$ cat src/rtl/conv_frame_ctrl_if.sv
// conv_frame_ctrl_if: source, datapath and sink stream signals of the convolution frame sequencer.
interface conv_frame_ctrl_if #(parameter int W = 30);
  logic src_valid, src_ready;
  logic [W-1:0] src_data;
  logic conv_valid, conv_ready;
  logic [W-1:0] conv_data;
  logic res_valid, res_ready;
  logic [W-1:0] res_data;
  logic out_valid, out_ready, out_sof, out_eof;
  logic [W-1:0] out_data;
  modport master(
    input src_valid, src_data, conv_ready, res_valid, res_data, out_ready,
    output src_ready, conv_valid, conv_data, res_ready, out_valid, out_data, out_sof, out_eof
  );
  modport slave(
    output src_valid, src_data, conv_ready, res_valid, res_data, out_ready,
    input src_ready, conv_valid, conv_data, res_ready, out_valid, out_data, out_sof, out_eof
  );
endinterface

$ cat src/rtl/conv_frame_ctrl.sv
// conv_frame_ctrl: frame sequencer around a 3x3 line-buffer convolution datapath; CONV_CTRL_STATS_EN adds frame/stall counters.
module conv_frame_ctrl #(
  parameter int W = 30,
  parameter int WIDTH = 320,
  parameter int HEIGHT = 240,
  parameter logic [W-1:0] BORDER_VALUE = '0
) (
  input  logic clk,
  input  logic reset,
  conv_frame_ctrl_if.master bus,
  output logic busy,
  output logic frame_done
`ifdef CONV_CTRL_STATS_EN
  ,
  output logic [15:0] frame_count,
  output logic [31:0] stall_cycles
`endif
);
  localparam int CW = $clog2(WIDTH * HEIGHT + WIDTH + 2);
  typedef enum logic [1:0] {IDLE, STREAM, FLUSH, DRAIN} state_t;
  state_t state;
  logic [CW-1:0] in_cnt, fl_cnt, disc_cnt, row, col;
  logic discard, last_col, last_row, border, in_hs, res_hs, out_hs;
  always_comb begin
    discard = disc_cnt != '0;
    last_col = col == CW'(WIDTH - 1);
    last_row = row == CW'(HEIGHT - 1);
    border = row == '0 || last_row || col == '0 || last_col;
    bus.src_ready = state == STREAM && bus.conv_ready;
    bus.conv_valid = state == STREAM ? bus.src_valid : state == FLUSH;
    bus.conv_data = state == STREAM ? bus.src_data : '0;
    // The result side is stateless pass-through once warm-up results are discarded.
    bus.res_ready = !reset && (discard || bus.out_ready);
    bus.out_valid = !reset && !discard && bus.res_valid;
    bus.out_data = border ? BORDER_VALUE : bus.res_data;
    bus.out_sof = bus.out_valid && row == '0 && col == '0;
    bus.out_eof = bus.out_valid && last_row && last_col;
    in_hs = bus.conv_valid && bus.conv_ready;
    res_hs = bus.res_valid && bus.res_ready;
    out_hs = bus.out_valid && bus.out_ready;
    busy = state != IDLE;
  end
  always_ff @(posedge clk or posedge reset) begin
    if (reset) begin
      state <= IDLE;
      in_cnt <= '0;
      fl_cnt <= '0;
      row <= '0;
      col <= '0;
      disc_cnt <= CW'(WIDTH + 1);
      frame_done <= 1'b0;
    end else begin
      frame_done <= out_hs && bus.out_eof;
      if (discard && res_hs) disc_cnt <= disc_cnt - CW'(1);
      if (out_hs) begin
        col <= last_col ? '0 : col + CW'(1);
        row <= last_col ? (last_row ? '0 : row + CW'(1)) : row;
      end
      case (state)
        IDLE: if (bus.src_valid) begin
          state <= STREAM;
          disc_cnt <= CW'(WIDTH + 1);
        end
        STREAM: if (in_hs) begin
          in_cnt <= in_cnt == CW'(WIDTH * HEIGHT - 1) ? '0 : in_cnt + CW'(1);
          if (in_cnt == CW'(WIDTH * HEIGHT - 1)) state <= FLUSH;
        end
        FLUSH: if (in_hs) begin
          fl_cnt <= fl_cnt == CW'(WIDTH) ? '0 : fl_cnt + CW'(1);
          if (fl_cnt == CW'(WIDTH)) state <= DRAIN;
        end
        default: if (frame_done) state <= IDLE;
      endcase
    end
  end
`ifdef CONV_CTRL_STATS_EN
  always_ff @(posedge clk or posedge reset) begin
    if (reset) begin
      frame_count <= '0;
      stall_cycles <= '0;
    end else begin
      frame_count <= frame_count + 16'(frame_done);
      if (bus.out_valid && !bus.out_ready && stall_cycles != '1) stall_cycles <= stall_cycles + 32'd1;
    end
  end
`endif
endmodule

$ cat src/flat_wrapper.sv
// flat-port wrapper written by rule: the top's interface ports become plain ports
module conv_frame_ctrl_flat 
#(
  parameter int W = 30,
  parameter int WIDTH = 320,
  parameter int HEIGHT = 240,
  parameter logic [W-1:0] BORDER_VALUE = '0
)
  (clk, reset, busy, frame_done, bus_src_valid, bus_src_data, bus_conv_ready, bus_res_valid, bus_res_data, bus_out_ready, bus_src_ready, bus_conv_valid, bus_conv_data, bus_res_ready, bus_out_valid, bus_out_data, bus_out_sof, bus_out_eof);
  conv_frame_ctrl_if #(.W(W)) bus_i ();
  input  logic clk;
  input  logic reset;
  output logic busy;
  output logic frame_done;
  input wire logic [$bits(bus_i.src_valid)-1:0] bus_src_valid;
  input wire logic [$bits(bus_i.src_data)-1:0] bus_src_data;
  input wire logic [$bits(bus_i.conv_ready)-1:0] bus_conv_ready;
  input wire logic [$bits(bus_i.res_valid)-1:0] bus_res_valid;
  input wire logic [$bits(bus_i.res_data)-1:0] bus_res_data;
  input wire logic [$bits(bus_i.out_ready)-1:0] bus_out_ready;
  output wire logic [$bits(bus_i.src_ready)-1:0] bus_src_ready;
  output wire logic [$bits(bus_i.conv_valid)-1:0] bus_conv_valid;
  output wire logic [$bits(bus_i.conv_data)-1:0] bus_conv_data;
  output wire logic [$bits(bus_i.res_ready)-1:0] bus_res_ready;
  output wire logic [$bits(bus_i.out_valid)-1:0] bus_out_valid;
  output wire logic [$bits(bus_i.out_data)-1:0] bus_out_data;
  output wire logic [$bits(bus_i.out_sof)-1:0] bus_out_sof;
  output wire logic [$bits(bus_i.out_eof)-1:0] bus_out_eof;
  assign bus_i.src_valid = bus_src_valid;
  assign bus_i.src_data = bus_src_data;
  assign bus_i.conv_ready = bus_conv_ready;
  assign bus_i.res_valid = bus_res_valid;
  assign bus_i.res_data = bus_res_data;
  assign bus_i.out_ready = bus_out_ready;
  assign bus_src_ready = bus_i.src_ready;
  assign bus_conv_valid = bus_i.conv_valid;
  assign bus_conv_data = bus_i.conv_data;
  assign bus_res_ready = bus_i.res_ready;
  assign bus_out_valid = bus_i.out_valid;
  assign bus_out_data = bus_i.out_data;
  assign bus_out_sof = bus_i.out_sof;
  assign bus_out_eof = bus_i.out_eof;
  conv_frame_ctrl #(.W(W), .WIDTH(WIDTH), .HEIGHT(HEIGHT), .BORDER_VALUE(BORDER_VALUE)) u_core (.clk(clk), .reset(reset), .bus(bus_i), .busy(busy), .frame_done(frame_done));
endmodule
$ cat config.mk
export PLATFORM = sky130hd
export DESIGN_NAME = conv_frame_ctrl_flat
export DESIGN_NICKNAME = d
export VERILOG_FILES = /design/src/rtl/conv_frame_ctrl_if.sv /design/src/rtl/conv_frame_ctrl.sv /design/src/flat_wrapper.sv
export SDC_FILE = /design/constraint.sdc
export NUM_CORES = 1
export LEC_CHECK = 0
export ABC_AREA = 1
export BUFFER_PORTS_ARGS = -buffer_cell sky130_fd_sc_hd__clkbuf_2
export CORE_MARGIN = 2
export CORE_UTILIZATION = 62
export CTS_BUF_LIST = sky130_fd_sc_hd__clkbuf_4
export DETAILED_ROUTE_END_ITERATION = 16
export PLACE_DENSITY = 0.89
export SYNTH_ARGS = -nofsm -noshare
export SYNTH_HDL_FRONTEND = slang
export SYNTH_SLANG_ARGS = --single-unit
$ cat constraint.sdc
create_clock -name clk -period 7.1 [get_ports clk]
set_clock_uncertainty 0.2 [all_clocks]
set_input_delay 0 -clock clk [delete_from_list [all_inputs] [get_ports clk]]
set_output_delay 0 -clock clk [all_outputs]
set_load 0.03 [all_outputs]
==> metrics.md <==
| Metric | Value |
|---|---|
| Status | finished, final reports clean |
| Worst-path clk slew | 150 ps |
| FILL cells | 807 |
| Die area | 0.01102 mm^2 |
| Storage element area | 0.002206 mm^2 |
| Routability cong. | 0.8626 |
| Post-synth EDFFs | 0 |
| Final std cells w/o fill | 1,212 |
| Final Max Slew Viols | 0 |
| Combinational share of power | 41.8% |
| Global-route wire length before repair | 24.54 mm |
| Synth Area in Compound Gates | 6.611% |
| Seq pwr share | 41.1% |
| Core Rows | 36 |
| Switching share of power | 46.04% |
| Worst Tran Pin Value | 1098 ps |
| DR WL/cell | 11.81 um |
| Final setup TNS | 0 ps |
| Layout Nets | 1,152 |
| Setup CP Type | flop to flop |
| Net Switching | 0.7181 mW |
| Die Wd | 105.0 um |
| Proportion of synthesized area in mux cells | 0% |
| Largest family of logic cells by synthesized area | simple AND/OR/NAND/NOR gates |
| P per Cell Area | 216.0 mW/mm^2 |
| Worst hold slack | 117.9 ps |
| Reg2reg end | u_core.in_cnt[7] |
| CP Data Required Time | 7270 ps |
| Slew headroom | 26.77% |
| Initial DRC Count | 364 |
| H-tree levels | 3 |
| TritonCTS clock tree | done |
| Placed instance count | 1,188 |
| Total GRT Usage | 26.39% |
| Post-synth ARST share | 100.0% |
| Hold depth | 4 |
| Critical path origin | u_core.state[1] |
| CP Max Fanout | 36 |
| XOR/XNOR Fraction of Synth Area | 5.542% |
| Ports | 134 |
| Input/output buffers | 133 |
| Register area share after synthesis | 34.90% |
| Clock power share | 17.2% |
| Setup-failing EPs final | 0 |
| HP Class | input pin to output port |
| R2R Setup Slk | 3690 ps |
| Vias in the first global route | 5,614 |
| Unrepaired setup endpoints after global routing | no |
| Ys Warns | 0 |
| Post CTS Setup Buffer Count | 0 |
| CTS root buffer | clkbuf_4 |
| Clock latency on the worst-skew pair | 480 ps |
| Area of the core | 0.009819 mm^2 |
| Mapped Nets | 1,021 |
| Internal power | 0.8416 mW |
| Place WS | 3954 ps |
| Post_cts resized | 0 |
| Most used DFF post-synth | dfrtp_1 |
| Drt via density | 5.119 |
| Register bit total from synthesis | 88 |
| P_leak | 3.934 nW |
| Min setup slack post-route | 3694 ps |
| Drt drc | 0 |
| Max-Cap Viols | 0 |
| Final WL | 14.31 mm |
| TritonCTS buffer count | 9 |
| Final Hold Fails | 0 |
| HP Start | bus_res_data[28] |
| Largest net degree at the start of global routing | 72 |
| Synth Area in Adders | 2.375% |
| Arrival @ worst endpoint | 3580 ps |
| Reg2reg path depth | 10 |
| Hold Crit Endpoint | bus_out_data[28] |
| DP HPWL | 10.63 mm |
| Peak VDD IR | 0.1669 mV |
| Crit path time final | 3406 ps |
| CTS max path bufs | 2 |
| DRT Pass-1 Iters | 5 |
| FF-to-FF Start | u_core.state[1] |
| Period utilisation layout | 47.97% |
| Synthesized instance count | 943 |
| Worst Setup End Kind | flop |
| Die Ht | 105.0 um |
| GRT overflow | 0 |
| Starting Density | 64.37% |
| Layout cells sized above 1 | 18.07% |
| Multi-input gate area | 0.003364 mm^2 |
| CTS Hold Bufs | 8 |
| Via count | 6,204 |
| F_max | 293.6 MHz |
| Overall power | 1.560 mW |
| Syn_area_per_cell | 6.703 um^2 |
| Area of the mapped netlist | 0.006321 mm^2 |
| Worst setup SP type | flop |
| Initial antenna violation count | 0 |
| Post-synth cell types | 40 |
| Ant diodes | 0 |
| CTS Sinks | 88 |
| Synth Area in Simple Gates | 38.70% |
| Antenna-violating nets left | 0 |
| Area delta synth->final | 14.25% |
-- synth_stat cells, types with 7 or more instances --
cell	n	area share [%]
nand3_1	60	4.8
o21ai_2	15	2.1
buf_2	8	0.63
nand2_1	239	14
dfrtp_1	85	34
inv_1	159	9.4
nor2_1	157	9.3
xnor2_1	8	1.1
o21ai_0	19	1.5
o21ai_1	7	0.55
xor2_1	32	4.4
a21oi_1	25	2.0
nor3_1	18	1.4
nand4_1	42	4.2
ha_1	12	2.4
-- placed cells by master (no fill, tap or decap), types with 6 or more instances in the layout --
cell type      netlist  routed
nand2_1            239     239
o21ai_1              7       7
clkbuf_2             1     133
inv_1              159     158
o21ai_0             19      19
xnor2_1              8       8
nor2_4               6       6
xor2_1              32      32
nand3_1             60      60
dfrtp_1             85      85
nor3_1              18      18
nor2_1             157     157
nand4_1             42      42
a21oi_1             25      25
clkbuf_4             0       9
ha_1                12      12
dlygate4sd3_1        0       8
o21ai_2             15      15
-- worst max-delay path: stages, from the launching register on --
cell and delay, ps:
dfrtp_1 430, inv_1 80, ha_1 890, nand3_1 130, dlygate4sd3_1 680, nor2_1 180
inv_1 70, nor2_1 270, nand3_1 150, o21ai_1 160, a21oi_1 50
-- stage by stage --
step                area [um^2]  utilization, %
floorplan                  6321               -
global placement           7019           71.48
detailed placement         7019           71.48
CTS                        7222           73.55
global route               7222           73.55
finish                     7222           73.55
-- power by group through the flow --
stage	logic, mW	registers [mW]	clock network [mW]
2_1_floorplan	0.497	0.628	0
3_3_place_gp	0.627	0.647	0
3_5_place_dp	0.643	0.648	0
4_1_cts	0.649	0.639	0.273
5_1_grt	0.724	0.651	0.288
6_report	0.651	0.641	0.268
-- how the worst max path moves through the flow --
stage | end | slack, ps | cells past startpoint
4_1_cts | u_core.in_cnt[7] | 3690 | 10
3_5_place_dp | u_core.fl_cnt[7] | 3950 | 8
6_report | u_core.in_cnt[7] | 3690 | 10
2_1_floorplan | u_core.col[2] | 4110 | 7
5_1_grt | u_core.in_cnt[7] | 3380 | 10
3_3_place_gp | u_core.fl_cnt[7] | 4100 | 8
-- kinds of logic after synthesis --
kind of cell    after synthesis
simple gates                549
buf+inv                     184
flops                        88
compound gates               70
xor+xnor                     40
fa+ha+maj                    12
-- sequential cells by signal, indices dropped and copies added, names as in the netlist --
signal             flops
u_core.disc_cnt       17
u_core.state           2
u_core.in_cnt         17
u_core.row            17
u_core.frame_done      1
u_core.col            17
u_core.fl_cnt         17
-- area by class of cell --
class,count,area share [%]
inverters,162,8.437
flip-flops and latches,88,30.54
well taps,133,2.304
clock buffers,9,0.9356
repair buffers,142,10.43
multi-input cells,671,46.59
clock inverters,7,0.7623
-- routing by layer --
metal / routed length, um / GRT usage (%) / vias to the layer above
li1: - / - / 3201
met5: 0 / 0 / -
met4: 162 / 5.905 / 0
met2: 6905 / 46.94 / 218
met1: 6375 / 34.02 / 2770
met3: 866 / 3.805 / 15
Note: power is estimated with default switching activity, not from simulation.
